--- config.mk ---
export PLATFORM = sky130hd
export DESIGN_NAME = spi_slave_if_flat
export DESIGN_NICKNAME = d
export VERILOG_FILES = /design/src/rtl/spi_slave_if_if.sv /design/src/rtl/spi_slave_if.sv /design/src/flat_wrapper.sv
export SDC_FILE = /design/constraint.sdc
export NUM_CORES = 1
export LEC_CHECK = 0
export BUFFER_PORTS_ARGS = -buffer_cell sky130_fd_sc_hd__clkbuf_2
export CORE_MARGIN = 2
export CORE_UTILIZATION = 55
export CTS_BUF_LIST = sky130_fd_sc_hd__clkbuf_16
export DETAILED_ROUTE_END_ITERATION = 8
export GPL_ROUTABILITY_DRIVEN = 0
export PLACE_DENSITY = 0.83
export SLEW_MARGIN = 0
export SYNTH_ARGS = -nofsm -noshare
export SYNTH_HDL_FRONTEND = slang
export SYNTH_SLANG_ARGS = --single-unit
export TNS_END_PERCENT = 5
--- constraint.sdc ---
create_clock -name clk -period 2.5 [get_ports clk]
set_input_delay 0.125 -clock clk [delete_from_list [all_inputs] [get_ports clk]]
set_output_delay 0.125 -clock clk [all_outputs]
set_load 0.1 [all_outputs]
--- src/rtl/spi_slave_if_if.sv ---
// Signal bundle between the SPI slave front end and its master/RAM side:
// serial pins plus the parallel command/read-data handshake.
interface spi_slave_if_if #(parameter int ADDR_SIZE = 8);
  logic                 SS_n;
  logic                 MOSI;
  logic                 MISO;
  logic [ADDR_SIZE+1:0] rx_data;
  logic                 rx_valid;
  logic [ADDR_SIZE-1:0] tx_data;
  logic                 tx_valid;

  modport slave  (input  SS_n, MOSI, tx_data, tx_valid,
                  output MISO, rx_data, rx_valid);
  modport master (output SS_n, MOSI, tx_data, tx_valid,
                  input  MISO, rx_data, rx_valid);
endinterface

--- src/rtl/spi_slave_if.sv ---
// SPI slave front end for the dual-port RAM: deserialises MOSI frames into
// {op, data} commands and serialises RAM read data back out on MISO.
module spi_slave_if #(
  parameter int ADDR_SIZE = 8
) (
  input  logic           clk,
  input  logic           rst,
  spi_slave_if_if.slave  bus
);

  localparam int FRAME_W  = ADDR_SIZE + 2;
  localparam int RX_CNT_W = $clog2(FRAME_W);
  localparam int TX_CNT_W = $clog2(ADDR_SIZE + 1);

  typedef enum logic [2:0] {
    IDLE      = 3'd0,
    CHK_CMD   = 3'd1,
    WRITE     = 3'd2,
    READ_ADD  = 3'd3,
    READ_DATA = 3'd4
  } state_t;

  // Sub-phase inside a payload state: shifting in, waiting for RAM, shifting out, finished.
  typedef enum logic [1:0] {
    PH_RX   = 2'd0,
    PH_WAIT = 2'd1,
    PH_TX   = 2'd2,
    PH_DONE = 2'd3
  } phase_t;

  state_t                state_r;
  phase_t                phase_r;
  logic [RX_CNT_W-1:0]   bit_cnt_r;
  logic [TX_CNT_W-1:0]   tx_cnt_r;
  logic [FRAME_W-2:0]    rx_sh_r;
  logic [ADDR_SIZE-1:0]  tx_sh_r;
  logic [FRAME_W-1:0]    rx_data_r;
  logic                  rx_valid_r;
  logic                  miso_r;
  logic                  rd_addr_flag_r;

  function automatic state_t cmd_state(input logic cmd_bit, input logic rd_flag);
    state_t nxt;
    if (!cmd_bit)     nxt = WRITE;
    else if (rd_flag) nxt = READ_DATA;
    else              nxt = READ_ADD;
    return nxt;
  endfunction

  // Frame sequencer: command decode, payload shift-in, read-data shift-out.
  always_ff @(posedge clk or posedge rst) begin
    if (rst) begin
      state_r        <= IDLE;
      phase_r        <= PH_RX;
      bit_cnt_r      <= {RX_CNT_W{1'b0}};
      tx_cnt_r       <= {TX_CNT_W{1'b0}};
      rx_sh_r        <= {(FRAME_W-1){1'b0}};
      tx_sh_r        <= {ADDR_SIZE{1'b0}};
      rx_data_r      <= {FRAME_W{1'b0}};
      rx_valid_r     <= 1'b0;
      miso_r         <= 1'b0;
      rd_addr_flag_r <= 1'b0;
    end else begin
      rx_valid_r <= 1'b0;
      // Deselect wins over everything, including the final payload bit.
      if (state_r != IDLE && bus.SS_n) begin
        state_r   <= IDLE;
        phase_r   <= PH_RX;
        bit_cnt_r <= {RX_CNT_W{1'b0}};
        tx_cnt_r  <= {TX_CNT_W{1'b0}};
        miso_r    <= 1'b0;
      end else begin
        case (state_r)
          IDLE: begin
            phase_r   <= PH_RX;
            bit_cnt_r <= {RX_CNT_W{1'b0}};
            tx_cnt_r  <= {TX_CNT_W{1'b0}};
            miso_r    <= 1'b0;
            if (!bus.SS_n) state_r <= CHK_CMD;
            else           state_r <= IDLE;
          end
          CHK_CMD: begin
            state_r <= cmd_state(bus.MOSI, rd_addr_flag_r);
          end
          WRITE, READ_ADD, READ_DATA: begin
            case (phase_r)
              PH_RX: begin
                rx_sh_r <= {rx_sh_r[FRAME_W-3:0], bus.MOSI};
                if (bit_cnt_r == RX_CNT_W'(FRAME_W - 1)) begin
                  rx_data_r  <= {rx_sh_r, bus.MOSI};
                  rx_valid_r <= 1'b1;
                  bit_cnt_r  <= {RX_CNT_W{1'b0}};
                  if (state_r == READ_ADD) rd_addr_flag_r <= 1'b1;
                  else                     rd_addr_flag_r <= rd_addr_flag_r;
                  if (state_r == READ_DATA) phase_r <= PH_WAIT;
                  else                      phase_r <= PH_DONE;
                end else begin
                  bit_cnt_r <= bit_cnt_r + RX_CNT_W'(1);
                end
              end
              PH_WAIT: begin
                if (bus.tx_valid) begin
                  miso_r   <= bus.tx_data[ADDR_SIZE-1];
                  tx_sh_r  <= {bus.tx_data[ADDR_SIZE-2:0], 1'b0};
                  tx_cnt_r <= TX_CNT_W'(1);
                  phase_r  <= PH_TX;
                end else begin
                  miso_r <= 1'b0;
                end
              end
              PH_TX: begin
                if (tx_cnt_r == TX_CNT_W'(ADDR_SIZE)) begin
                  miso_r         <= 1'b0;
                  rd_addr_flag_r <= 1'b0;
                  phase_r        <= PH_DONE;
                end else begin
                  miso_r   <= tx_sh_r[ADDR_SIZE-1];
                  tx_sh_r  <= {tx_sh_r[ADDR_SIZE-2:0], 1'b0};
                  tx_cnt_r <= tx_cnt_r + TX_CNT_W'(1);
                end
              end
              PH_DONE: begin
                miso_r <= 1'b0;
              end
              default: begin
                phase_r <= PH_DONE;
                miso_r  <= 1'b0;
              end
            endcase
          end
          default: begin
            state_r <= IDLE;
            miso_r  <= 1'b0;
          end
        endcase
      end
    end
  end

  assign bus.MISO     = miso_r;
  assign bus.rx_data  = rx_data_r;
  assign bus.rx_valid = rx_valid_r;

endmodule
--- src/flat_wrapper.sv ---
// flat-port wrapper written by rule: the top's interface ports become plain ports
module spi_slave_if_flat 
#(
  parameter int ADDR_SIZE = 8
)
  (clk, rst, bus_SS_n, bus_MOSI, bus_tx_data, bus_tx_valid, bus_MISO, bus_rx_data, bus_rx_valid);
  spi_slave_if_if #(.ADDR_SIZE(ADDR_SIZE)) bus_i ();
  input  logic clk;
  input  logic rst;
  input wire logic [$bits(bus_i.SS_n)-1:0] bus_SS_n;
  input wire logic [$bits(bus_i.MOSI)-1:0] bus_MOSI;
  input wire logic [$bits(bus_i.tx_data)-1:0] bus_tx_data;
  input wire logic [$bits(bus_i.tx_valid)-1:0] bus_tx_valid;
  output wire logic [$bits(bus_i.MISO)-1:0] bus_MISO;
  output wire logic [$bits(bus_i.rx_data)-1:0] bus_rx_data;
  output wire logic [$bits(bus_i.rx_valid)-1:0] bus_rx_valid;
  assign bus_i.SS_n = bus_SS_n;
  assign bus_i.MOSI = bus_MOSI;
  assign bus_i.tx_data = bus_tx_data;
  assign bus_i.tx_valid = bus_tx_valid;
  assign bus_MISO = bus_i.MISO;
  assign bus_rx_data = bus_i.rx_data;
  assign bus_rx_valid = bus_i.rx_valid;
  spi_slave_if #(.ADDR_SIZE(ADDR_SIZE)) u_core (.clk(clk), .rst(rst), .bus(bus_i));
endmodule
==> impl_results.md <==
- Worst-skew pair later-pin latency: approximately 0.28 ns
- Synth cell types: 45
- Commonest non-fill, non-tap cell in the layout: dfrtp_1
- Multiplexer share of the synthesized area: 20.5%
- Detailed-route wire length: 3850 um
- Fillcell total: around 290
- R2R Setup Slk: between 0.3 and 0.4 ns
- Seq/Total Area, Yosys: 47.4%
- Setup violators final: 0
- Post-DRT Antenna Nets: 0
- Layout cell share with drive strength beyond 1: 38.5%
- FFs w/ async S/R, synth: 100%
- Max rail drop VDD: 469 uV
- Setup crit end kind: flip-flop
- Critical-path cell list: or3b_4, a21oi_2, and4_1, mux2_4
- Critical Path RT: 2.67 ns
- Hold Crit Depth: 2
- Startpoint Class: flip-flop
- Number of global-route vias before repair: 1,375
- DR iter-0 viols: 68
- Number of detailed-route iterations in the first pass: 4
- Hold Path Sink: u_core.bus.rx_data[0]
- Clock tree buffer depth: 2
- Row count: 23
- Root buf cell: clkbuf_16
- Tightest Pin Transition: approximately 0.54 ns
- Setup CP Type: flip-flop to flip-flop
- Initial antenna violation count: 0
- All-layer global routing usage: roughly a fifth
- # DRC: 0
- Crit-path max FO: 11
- Worst min path class: primary input to flip-flop
- Final period util: 86.1%
- Leakage: 0.00122 uW
- Vias per cell: approximately 5.7
- Post-DR wirelength/cell: 14.9 um
- Area grow syn2layout: 16.2%
- Arr. time, crit path: approximately 2.3 ns
- Net Count, Synth: about 200
- EDFF count, synth: 0
- Die width: 67.5 um
- Syn avg cell area: between 10 and 15 sq um
- Adder-Cell Fraction of Synth Area: 4.51%
- # nets final: 228
- Pins Over Slew Limit: 0
- Ports: 25
- Max incr delay on CP: 0.52 ns
- First-pass GRT wire length: 6470 um
- Worst Skew: 0.00644 ns
- M1 wire length: between 1500 and 2000 um
- # resized after CTS: 0
- I/O Buffers: 24
- Largest net degree at the start of global routing: 43
- Max Freq: 464 MHz
- DIE HEIGHT: 67.5 um
- Hold Fails Final Rpt: 0
- FF+latch count, synth: 42
- Primary FF master, synth: dfrtp_1
- Outcome: complete, no violations
- Clock Sink Count: 42
- Pwr dens: approximately 910 mW/mm^2
- Area of the die: 0.00455 sq mm
- MaxCap Viol Count: 0
- Synth Area in Simple Gates: 10.7%
- Rel. slew slack: 64.0%
- FF-to-FF End: u_core.tx_sh_r[2]
- Crit path from: u_core.state_r[2]
- Post-synthesis compound-gate area fraction: 12.2%
- N_diodes: 0
- Cell Area, Synth: 0.00222 sq mm
- Largest family of logic cells by synthesized area: multiplexers
- RSZ-0062 raised after global routing: false
- Crit path time final: 2.15 ns
- Yosys warns: 0
- CTS buffer count: 5
- Cells after Synth: 181
- H-tree Lvls: 2
- HPWL after DPL: 2710 um
- Met2 WL: 1810 um
- Area share of xor/xnor cells in the synthesized design: 0%
- Hold_sp: bus_MOSI
- CTS tree: done
- Most frequent cells in the layout: dfrtp_1, mux2_2, clkbuf_2
- TNS Setup: 0 ns
- Starting Density: 56.2%
- Top routing layer in use: met4
- Wire length on met3: 166 um
- Via Count: 1,463
- Core area: around 0.004 sq mm
- Reg2reg start: u_core.state_r[2]
- Reg2reg path depth: 4
- Gr ovfl total: 0
- Worst path slowest cell: and4_1
- Design Power: 2350 uW
- CTS clk-pin slew, worst paths: 0.06 ns
-- metal layers --
layer | up-vias | track usage, %
met1 | 722 | 25.6
met4 | 0 | 8.93
li1 | 701 | -
met2 | 34 | 29.9
met5 | - | 0
met3 | 6 | 5.17
-- worst max-delay path by stage --
| stage | to | slack, ns |
|---|---|---|
| 4_1_cts | u_core.tx_sh_r[6] | 0.36 |
| 5_1_grt | u_core.tx_sh_r[6] | 0.28 |
| 2_1_floorplan | u_core.tx_sh_r[2] | 0.59 |
| 3_3_place_gp | u_core.tx_sh_r[6] | 0.40 |
| 3_5_place_dp | u_core.tx_sh_r[2] | 0.40 |
| 6_report | u_core.tx_sh_r[2] | 0.35 |
-- power breakdown --
| group | switching (uW) | leakage, uW | internal (uW) | total (uW) |
|---|---|---|---|---|
| Clock | 257 | 0.0000940 | 573 | 831 |
| Combinational | 256 | 0.000564 | 309 | 565 |
| Sequential | 128 | 0.000562 | 826 | 954 |
| Total | 641 | 0.00122 | 1710 | 2350 |
-- what timing repair did --
action                    in CTS  in global routing
hold buffers                   1                  0
setup buffers                  0                  0
hold endpoints to repair      42                  0
-- registers in the layout, summed over array words and instances (netlist names) --
register,cells
u_core.bus.rx_data,10
u_core.tx_sh_r,7
u_core.bus.MISO,1
u_core.state_r,3
u_core.bit_cnt_r,4
u_core.phase_r,2
u_core.rx_sh_r,9
u_core.rd_addr_flag_r,1
u_core.bus.rx_valid,1
u_core.tx_cnt_r,4
-- synth_stat cells (3+ instances only) --
cell / count / area, sq um
nor2_1: 6 / 22.5
nand2b_1: 5 / 31.3
nor3_1: 4 / 20.0
mux2_2: 27 / 304
a31oi_1: 4 / 25.0
a221oi_1: 3 / 26.3
nand2_1: 5 / 18.8
dfrtp_1: 42 / 1050
nand3b_1: 4 / 30.0
inv_1: 12 / 45.0
ha_1: 8 / 100
buf_2: 3 / 15.0
nor2b_1: 4 / 25.0
a21oi_1: 5 / 25.0
mux2_4: 8 / 120
-- stage by stage --
| stage | hold WS, ns | instance area (sq um) | instances | util, % | setup WS, ns |
|---|---|---|---|---|---|
| after floorplan | 0.276 | 2220 | 181 | - | 0.586 |
| after global placement | 0.259 | 2370 | 249 | 60.2 | 0.403 |
| after global routing | 0.183 | 2580 | 258 | 65.3 | 0.281 |
| after CTS | 0.154 | 2580 | 258 | 65.3 | 0.361 |
| after detailed placement | 0.268 | 2370 | 249 | 60.2 | 0.398 |
| final | 0.154 | 2580 | 258 | 65.3 | 0.347 |
-- kinds of logic (layout without fill, tap and decap cells) --
group	after synthesis	after routing
mux	38	38
fa+ha+maj	8	8
buf+inv	22	49
flops	42	42
compound gates	32	32
simple gates	39	39
-- critical path, delay by kind of cell, from the launching register on --
kind,cells,cell delay [ns]
AO/OA/AOI/OAI,1,0.20
multiplexers,1,0.34
AND/OR/NAND/NOR,2,0.99
flip-flops,1,0.51
-- area by class of cell --
class	count	area, sq um	area share (%)
Timing Repair Buffer	29	160	6.22
Clock inverter	3	68.8	2.67
Clock buffer	5	125	4.86
Inverter	12	45.0	1.75
Tap cell	50	62.6	2.43
Multi-Input combinational cell	117	1060	41.3
Sequential cell	42	1050	40.8
(Power assumes the default switching activity.)
